--- src/rtl/i2c_seq_pkg.sv ---
// i2c_seq_pkg: shared state encoding and sizing for the I2C slave bit sequencer.
package i2c_seq_pkg;

    typedef enum logic [2:0] {
        IDLE     = 3'd0,
        SHIFT    = 3'd1,
        BYTE_END = 3'd2,
        ACK_LOW  = 3'd3,
        ACK_HIGH = 3'd4
    } seq_state_t;

    localparam int BIT_CNT_W          = 4;
    localparam int DEF_TIMEOUT_CYCLES = 1024;

endpackage

--- src/rtl/i2c_bit_sequencer_watchdog.sv ---
// seq_watchdog: idle-cycle counter that pulses tc after CYCLES uncleared clocks.
module seq_watchdog
    import i2c_seq_pkg::*;
#(
    parameter int CYCLES = DEF_TIMEOUT_CYCLES
) (
    input  logic clk,
    input  logic n_rst,
    input  logic clr,
    output logic tc
);

    localparam int CW = (CYCLES > 2) ? $clog2(CYCLES) : 1;

    logic [CW-1:0] cnt;

    assign tc = !clr && (cnt == CW'(CYCLES - 1));

    always_ff @(posedge clk or negedge n_rst) begin
        if (!n_rst)
            cnt <= '0;
        else
            cnt <= (clr || tc) ? '0 : cnt + 1'b1;
    end

endmodule

--- src/rtl/i2c_bit_sequencer.sv ---
// i2c_bit_sequencer: slave-side SCL bit/byte sequencer with ACK-slot handshakes.
// Optional SCL watchdog abort enabled by defining SEQ_TIMEOUT_EN.
module i2c_bit_sequencer
    import i2c_seq_pkg::*;
#(
    parameter int BITS_PER_BYTE  = 8,
    parameter int TIMEOUT_CYCLES = DEF_TIMEOUT_CYCLES
) (
    input  logic                 clk,
    input  logic                 n_rst,
    input  logic                 rising_edge_found,
    input  logic                 falling_edge_found,
    input  logic                 start_found,
    input  logic                 stop_found,
    output logic                 shift_strobe,
    output logic                 byte_received,
    output logic                 ack_prep,
    output logic                 check_ack,
    output logic                 ack_done,
    output logic [BIT_CNT_W-1:0] bit_count,
    output logic                 busy,
    output logic                 timeout
);

    seq_state_t           state;
    logic                 tc;
    logic [BIT_CNT_W-1:0] next_cnt;

    assign busy     = (state != IDLE);
    assign next_cnt = bit_count + 1'b1;

`ifdef SEQ_TIMEOUT_EN
    seq_watchdog #(.CYCLES(TIMEOUT_CYCLES)) u_watchdog (
        .clk   (clk),
        .n_rst (n_rst),
        .clr   (rising_edge_found || falling_edge_found || start_found || stop_found || !busy),
        .tc    (tc)
    );

    always_ff @(posedge clk or negedge n_rst) begin
        if (!n_rst)
            timeout <= 1'b0;
        else
            timeout <= tc;
    end
`else
    logic unused_timeout_cfg;

    assign unused_timeout_cfg = ^TIMEOUT_CYCLES;
    assign tc                 = 1'b0;
    assign timeout            = 1'b0;
`endif

    always_ff @(posedge clk or negedge n_rst) begin
        if (!n_rst) begin
            state         <= IDLE;
            bit_count     <= '0;
            shift_strobe  <= 1'b0;
            byte_received <= 1'b0;
            ack_prep      <= 1'b0;
            check_ack     <= 1'b0;
            ack_done      <= 1'b0;
        end else begin
            shift_strobe  <= 1'b0;
            byte_received <= 1'b0;
            check_ack     <= 1'b0;
            ack_done      <= 1'b0;
            if (stop_found || tc) begin
                state     <= IDLE;
                bit_count <= '0;
                ack_prep  <= 1'b0;
            end else if (start_found) begin
                state     <= SHIFT;
                bit_count <= '0;
                ack_prep  <= 1'b0;
            end else if (rising_edge_found ^ falling_edge_found) begin
                // first falling edge after START is just the clock-low phase
                case (state)
                    SHIFT: if (rising_edge_found) begin
                        shift_strobe <= 1'b1;
                        bit_count    <= next_cnt;
                        if (next_cnt == BIT_CNT_W'(BITS_PER_BYTE))
                            state <= BYTE_END;
                    end
                    BYTE_END: if (falling_edge_found) begin
                        byte_received <= 1'b1;
                        ack_prep      <= 1'b1;
                        state         <= ACK_LOW;
                    end
                    ACK_LOW: if (rising_edge_found) begin
                        check_ack <= 1'b1;
                        state     <= ACK_HIGH;
                    end
                    ACK_HIGH: if (falling_edge_found) begin
                        ack_done  <= 1'b1;
                        ack_prep  <= 1'b0;
                        bit_count <= '0;
                        state     <= SHIFT;
                    end
                    default: ;
                endcase
            end
        end
    end

endmodule

--- config.mk ---
export PLATFORM = sky130hd
export DESIGN_NAME = i2c_bit_sequencer
export DESIGN_NICKNAME = d
export VERILOG_FILES = /design/src/rtl/i2c_seq_pkg.sv /design/src/rtl/i2c_bit_sequencer_watchdog.sv /design/src/rtl/i2c_bit_sequencer.sv
export SDC_FILE = /design/constraint.sdc
export NUM_CORES = 1
export LEC_CHECK = 0
export ABC_AREA = 1
export ABC_CLOCK_PERIOD_IN_PS = 1400
export BUFFER_PORTS_ARGS = -buffer_cell sky130_fd_sc_hd__buf_2
export CORE_UTILIZATION = 46
export DETAILED_ROUTE_END_ITERATION = 8
export PLACE_DENSITY = 0.82
export REMOVE_ABC_BUFFERS = 1
export SYNTH_ARGS = -nofsm -noshare
export SYNTH_HDL_FRONTEND = slang
export SYNTH_SLANG_ARGS = --single-unit
--- constraint.sdc ---
create_clock -name clk -period 1.4 [get_ports clk]
set_clock_uncertainty 0.2 [all_clocks]
set_input_delay 0 -clock clk [delete_from_list [all_inputs] [get_ports clk]]
set_output_delay 0 -clock clk [all_outputs]
set_load 0.01 [all_outputs]
==> results.md, run 1 <==
* Outcome: complete, but fails checks
* Failing checks: hold timing, setup timing
* Synth warn at 0
* Number of DRC markers in iteration 0 at 17
* CP delay by family, top: flip-flops
* Initial core utilization at 0.503
* Startpoint types: flip-flop
* Total grt overflow at 0
* Worst path slowest cell: dfrtp_2
* Die Area at 0.00183 sq mm
* First-pass GRT wire length at 3040 microns
* Seq pwr share at 0.432
* DP HPWL at 1280 microns
* Post-synthesis cell count at 102
* Final ANT Viol Nets at 0
* Core area at 0.00152 sq mm
* Row Count at 14
* Gp weighted congestion at 0.945
* Wire per inst at 12.1 microns
* Die height at 42.8 microns
* Drt drc at 0
* IO Port Bufs at 15
* Endpoints failing setup at 8
* RSZ-0062 raised after global routing: yes
* Post-Route Utilization at 0.695
* Clock buffer count from CTS at 3
* Seq/Total Area, Yosys at 0.392
* Final hold slack at -0.750 ps
* WHS Path Cells at 6
* Reg clk slew, reported paths at 80 ps
* Worst EP arrival at 1500 ps
* Top Ports at 17
* Final setup margin at -75.2 ps
* Worst r2r dst: bit_count[0]
* Root Driver: clkbuf_4
* R2R Setup Slk at -80 ps
* Worst-skew pair later-pin latency at 280 ps
* CTS tree: yes
* Critical path origin: state[2]
* Min Tclk post-route at 1480 ps
* Fmax at 678 MHz
* Clock power share at 0.326
* GR Util All Layers at 0.226
* Tcrit/Tclk final at 1.05
* Peak VDD IR at 0.000485 V
* Avg Cell Area, Syn at 7.52 sq um
* Final Hold Viols at 1
* Post-Syn Area at 767 sq um
* Worst Path Buf+Inv at 2
* Power density cells at 830 mW/mm^2
* Critical path cell sequence: buf_4 -> nand2_2 -> nand2_4 -> buf_4 -> o21ai_4 -> nand2_2 -> nand2_2
* Leakage power at 0.000598 uW
* Worst r2r src: state[2]
* Vias at 766
* DR vias/cell at 5.11
* Sink Count at 12
* Cell mode on critical path: nand2_2
* Crit. path cell count at 7
* Sw Ratio at 0.313
* Worst reg2reg path depth at 7
* Net Sw Power at 276 uW
* Initial antenna violation count at 0
* CP Max Fanout at 5
* Share of layout cells above drive strength 1 at 0.470
* H-tree Lvls at 1
* CP required at 1420 ps
* Net count, final at 142
* Setup crit end kind: flip-flop
* Max-cap violations at 0
* #FFs+latches synth at 12
* N_diodes at 0
* Worst setup path endpoint: bit_count[0]
* Vias in the first global route at 707
* Distinct cell type count after synthesis at 23
* Final wirelength at 1810 microns
* Crit-path max cell delay at 450 ps
* Sum Neg Setup Slack at -423 ps
* Largest net degree at the start of global routing at 13
* Max clock buf depth at 2
* Die X at 42.8 microns
* Worst setup path class: flip-flop to flip-flop
* DRT Pass-1 Iters at 4
* Area growth syn-to-layout at 38.2%
* Max-slew violations at 0
* Share of total power in combinational logic at 0.242
* Internal power at 604 uW
* Hold Path Class: primary input to flip-flop
worst min-delay path by stage:
stage           startpoint      endpoint  slack, ps
4_1_cts         stop_found  bit_count[2]        -10
3_3_place_gp         n_rst     check_ack       -310
6_report        stop_found  bit_count[2]       -0.8
2_1_floorplan        n_rst      ack_done       -500
3_5_place_dp         n_rst  bit_count[0]       -310
5_1_grt        start_found  bit_count[2]         30
logic make-up after synthesis:
| family | synth area share |
|---|---|
| compound gates | 0.0310 |
| xor+xnor | 0.0114 |
| fa+ha+maj | 0.0163 |
| buf+inv | 0.0930 |
| flops | 0.392 |
| other cells | 0.00489 |
| simple gates | 0.452 |
worst register-to-register path, delay by kind of cell, from the launching register on:
kind	cells	cell delay (ps)
buf+inv	2	300
simple gates	4	310
flops	1	450
compound gates	1	160
power by group through the flow:
stage               clock network [uW]  logic [uW]  registers, uW
finish                             287         213            380
CTS                                285         207            379
global placement                     0         175            379
global route                       302         239            382
detailed placement                   0         180            380
floorplan                            0         112            380
registers in the layout, indices dropped and copies added, names as in the netlist:
register       cells
shift_strobe       1
check_ack          1
ack_done           1
bit_count          4
state              3
byte_received      1
ack_prep           1
timing repair:
item | CTS | global route
resized for setup | 8 | 6
pin swaps | 6 | 2
endpoints found under the setup margin | 8 | 20
endpoints found under the hold margin | 20 | 12
hold buffers | 6 | 1
setup buffers | 2 | 1
layout make-up:
cell class,instances,area [sq um]
Clock buffer,4,36.3
Fill cell,129,464
Inverter,17,66.3
Multi-Input combinational cell,72,437
Sequential cell,12,305
Tap cell,16,20.0
Timing Repair Buffer,29,195
per-layer routing:
layer  routed length (microns)  GRT usage
met1                       792      0.275
met2                       923      0.388
met3                        52     0.0383
met4                        42     0.0938
met5                         0          0
Yosys cell counts, drive strengths merged:
library cell | n | area [sq um]
a21oi | 1 | 5.00
buf | 1 | 7.51
conb | 1 | 3.75
dfrtp | 12 | 300
ha | 1 | 12.5
inv | 17 | 63.8
nand2 | 36 | 158
nand3 | 10 | 77.6
nand3b | 1 | 7.51
nand4 | 4 | 25.0
nor2 | 10 | 52.6
nor3 | 3 | 20.0
nor4 | 1 | 6.26
o21ai | 3 | 18.8
xor2 | 1 | 8.76
metrics by stage:
stage                     cell area [sq um]  setup slack [ps]  power (uW)  cells
after floorplan                         759             -11.7         492    101
after global placement                  892             -61.8         555    137
after detailed placement                892             -98.6         560    137
after CTS                              1030             -51.5         872    149
after global routing                   1060              -197         923    150
final                                  1060             -75.2         879    150
cell usage in the layout (no fill, tap or decap), types with 2 or more instances in the layout:
cell type,n
nand2_1,27
buf_2,15
inv_1,10
nand2_2,8
dfrtp_1,8
buf_4,8
inv_2,6
nand3_1,6
nor2_2,6
dlygate4sd3_1,6
nand4_1,4
dfrtp_2,4
nor2_1,3
nand3_2,3
clkbuf_4,3
nor3_2,2
No activity file was read; power rests on OpenSTA's default activity.
==> run 2, diff against run 1 <==
--- a/config.mk
+++ b/config.mk
@@ -10,6 +10,7 @@
 export BUFFER_PORTS_ARGS = -buffer_cell sky130_fd_sc_hd__buf_2
 export CORE_UTILIZATION = 46
 export DETAILED_ROUTE_END_ITERATION = 8
+export GPL_TIMING_DRIVEN = 0
 export PLACE_DENSITY = 0.82
 export REMOVE_ABC_BUFFERS = 1
 export SYNTH_ARGS = -nofsm -noshare
==> results.md, run 2 (synthesis gave the netlist of run 1 again) <==
* Vias at 778
* Fmax at 671 MHz
* Final ANT Viol Nets at 0
* Die height at 42.8 microns
* Total grt overflow at 0
* Row Count at 14
* Sw Ratio at 0.322
* Wire per inst at 12.1 microns
* Footprint of the multi-input gates at 432 sq um
* Seq pwr share at 0.451
* Min Tclk post-route at 1490 ps
* Area growth syn-to-layout at 38.2%
* Layout fillers at 126
* Drt drc at 0
* Endpoints failing setup at 7
* Max-slew violations at 0
* N_diodes at 0
* Initial antenna violation count at 0
* Startpoint types: flip-flop
* H-tree Lvls at 1
* IO Port Bufs at 15
* DRT Pass-1 Iters at 4
* Clock power share at 0.255
* First-pass GRT wire length at 3010 microns
* Clock buffer count from CTS at 3
* Commonest non-fill, non-tap cell in the layout: nand2_1
* Worst EP arrival at 1500 ps
* Max clock buf depth at 2
* Cell mode on critical path: nand2_1
* Hold Path Class: primary input to flip-flop
* GR Util All Layers at 0.223
* Share of layout cells above drive strength 1 at 0.467
* Setup crit end kind: flip-flop
* Final setup margin at -90.5 ps
* CTS tree: yes
* RSZ-0062 raised after global routing: yes
* Gp weighted congestion at 0.926
* Setup WS pre-CTS at -91.7 ps
* Worst setup path class: flip-flop to flip-flop
* Max-cap violations at 0
* Core area at 0.00152 sq mm
* Top Ports at 17
* Reg clk slew, reported paths at 80 ps
* Peak VDD IR at 0.000414 V
* CP Max Fanout at 5
* Placed insts at 132
* Die Area at 0.00183 sq mm
* DR vias/cell at 5.15
* DP HPWL at 1180 microns
* Max reg flops at 4
* Net count, final at 144
* Leakage power at 0.000613 uW
* Internal power at 568 uW
* Worst-skew pair later-pin latency at 280 ps
* Final hold slack at -140 ps
* Worst path slowest cell: dfrtp_2
* Final wirelength at 1830 microns
* Sink Count at 12
* Fin cells at 151
* Final Hold Viols at 5
* Biggest register: bit_count
* Critical path cell sequence: nor2_4 -> nand4_1 -> nand2_1 -> nor2_2 -> nand3_4 -> nand2_1 -> nand2_1
* Net Sw Power at 270 uW
* Number of DRC markers in iteration 0 at 17
* Failing checks: hold timing, setup timing
* Die X at 42.8 microns
* Largest net degree at the start of global routing at 13
* Most frequent cells in the layout: nand2_1 (28), buf_2 (15), inv_1 (9), dfrtp_1 (9), buf_4 (9)
* Tcrit/Tclk final at 1.06
* Power density cells at 791 mW/mm^2
* Biggest regs: bit_count (4), state (3)
* Register area at 304 sq um
* Initial core utilization at 0.503
* Crit-path max cell delay at 460 ps
* Outcome: complete, but fails checks
* CP required at 1410 ps
* Vias in the first global route at 747
* Share of total power in combinational logic at 0.295
* Root Driver: clkbuf_4
## run 2: power groups by stage
stage               clock, uW  combinational (uW)  sequential (uW)
global route              244                 268              379
global placement            0                 154              382
finish                    213                 247              378
CTS                       222                 223              375
detailed placement          0                 157              383
floorplan                   0                 112              380
## run 2: area by class of cell
type                            instances  share of cell area
Multi-Input combinational cell         72               0.407
Sequential cell                        12               0.287
Inverter                               17              0.0626
Clock buffer                            3              0.0213
Tap cell                               16              0.0189
Timing Repair Buffer                   31               0.203
## run 2: metrics by stage
stage	total power, uW	area (sq um)	TNS [ps]	util
finish	838	1060	-349	0.695
global route	891	1060	-1020	0.695
global placement	536	855	-285	0.561
CTS	820	1020	-185	0.670
floorplan	492	759	-33.5	-
detailed placement	540	855	-459	0.561
## run 2: final timing paths
| check | from | end | slack, ps | depth (start not counted) |
|---|---|---|---|---|
| max | state[0] | state[2] | -90 | 7 |
| min | falling_edge_found | ack_done | -140 | 3 |
| max reg2reg | state[0] | state[2] | -90 | 7 |
| min reg2reg | ack_prep | ack_prep | 310 | 2 |
| max in group asynchronous | n_rst | state[1] | 270 | 3 |
| min in group asynchronous | n_rst | bit_count[1] | 480 | 3 |
## run 2: layer usage
| metal | vias to the layer above | track usage | wire length (microns) |
|---|---|---|---|
| met5 | - | 0 | 0 |
| met4 | 0 | 0.138 | 44 |
| met3 | 5 | 0.0383 | 77 |
| met2 | 30 | 0.388 | 974 |
| met1 | 360 | 0.247 | 732 |
| li1 | 383 | - | - |
## run 2: repair_timing
action / CTS / global route
setup endpoints to repair: 8 / 21
setup buffers: 10 / 2
gates resized for setup: 7 / 8
pin swaps: 5 / 5
endpoints found under the hold margin: 20 / 17
hold buffers: 4 / 3
## run 2: worst max-delay path: cells and delay by family, from the launching register on
kind	cells	cell delay, ps
simple gates	7	750
flops	1	460
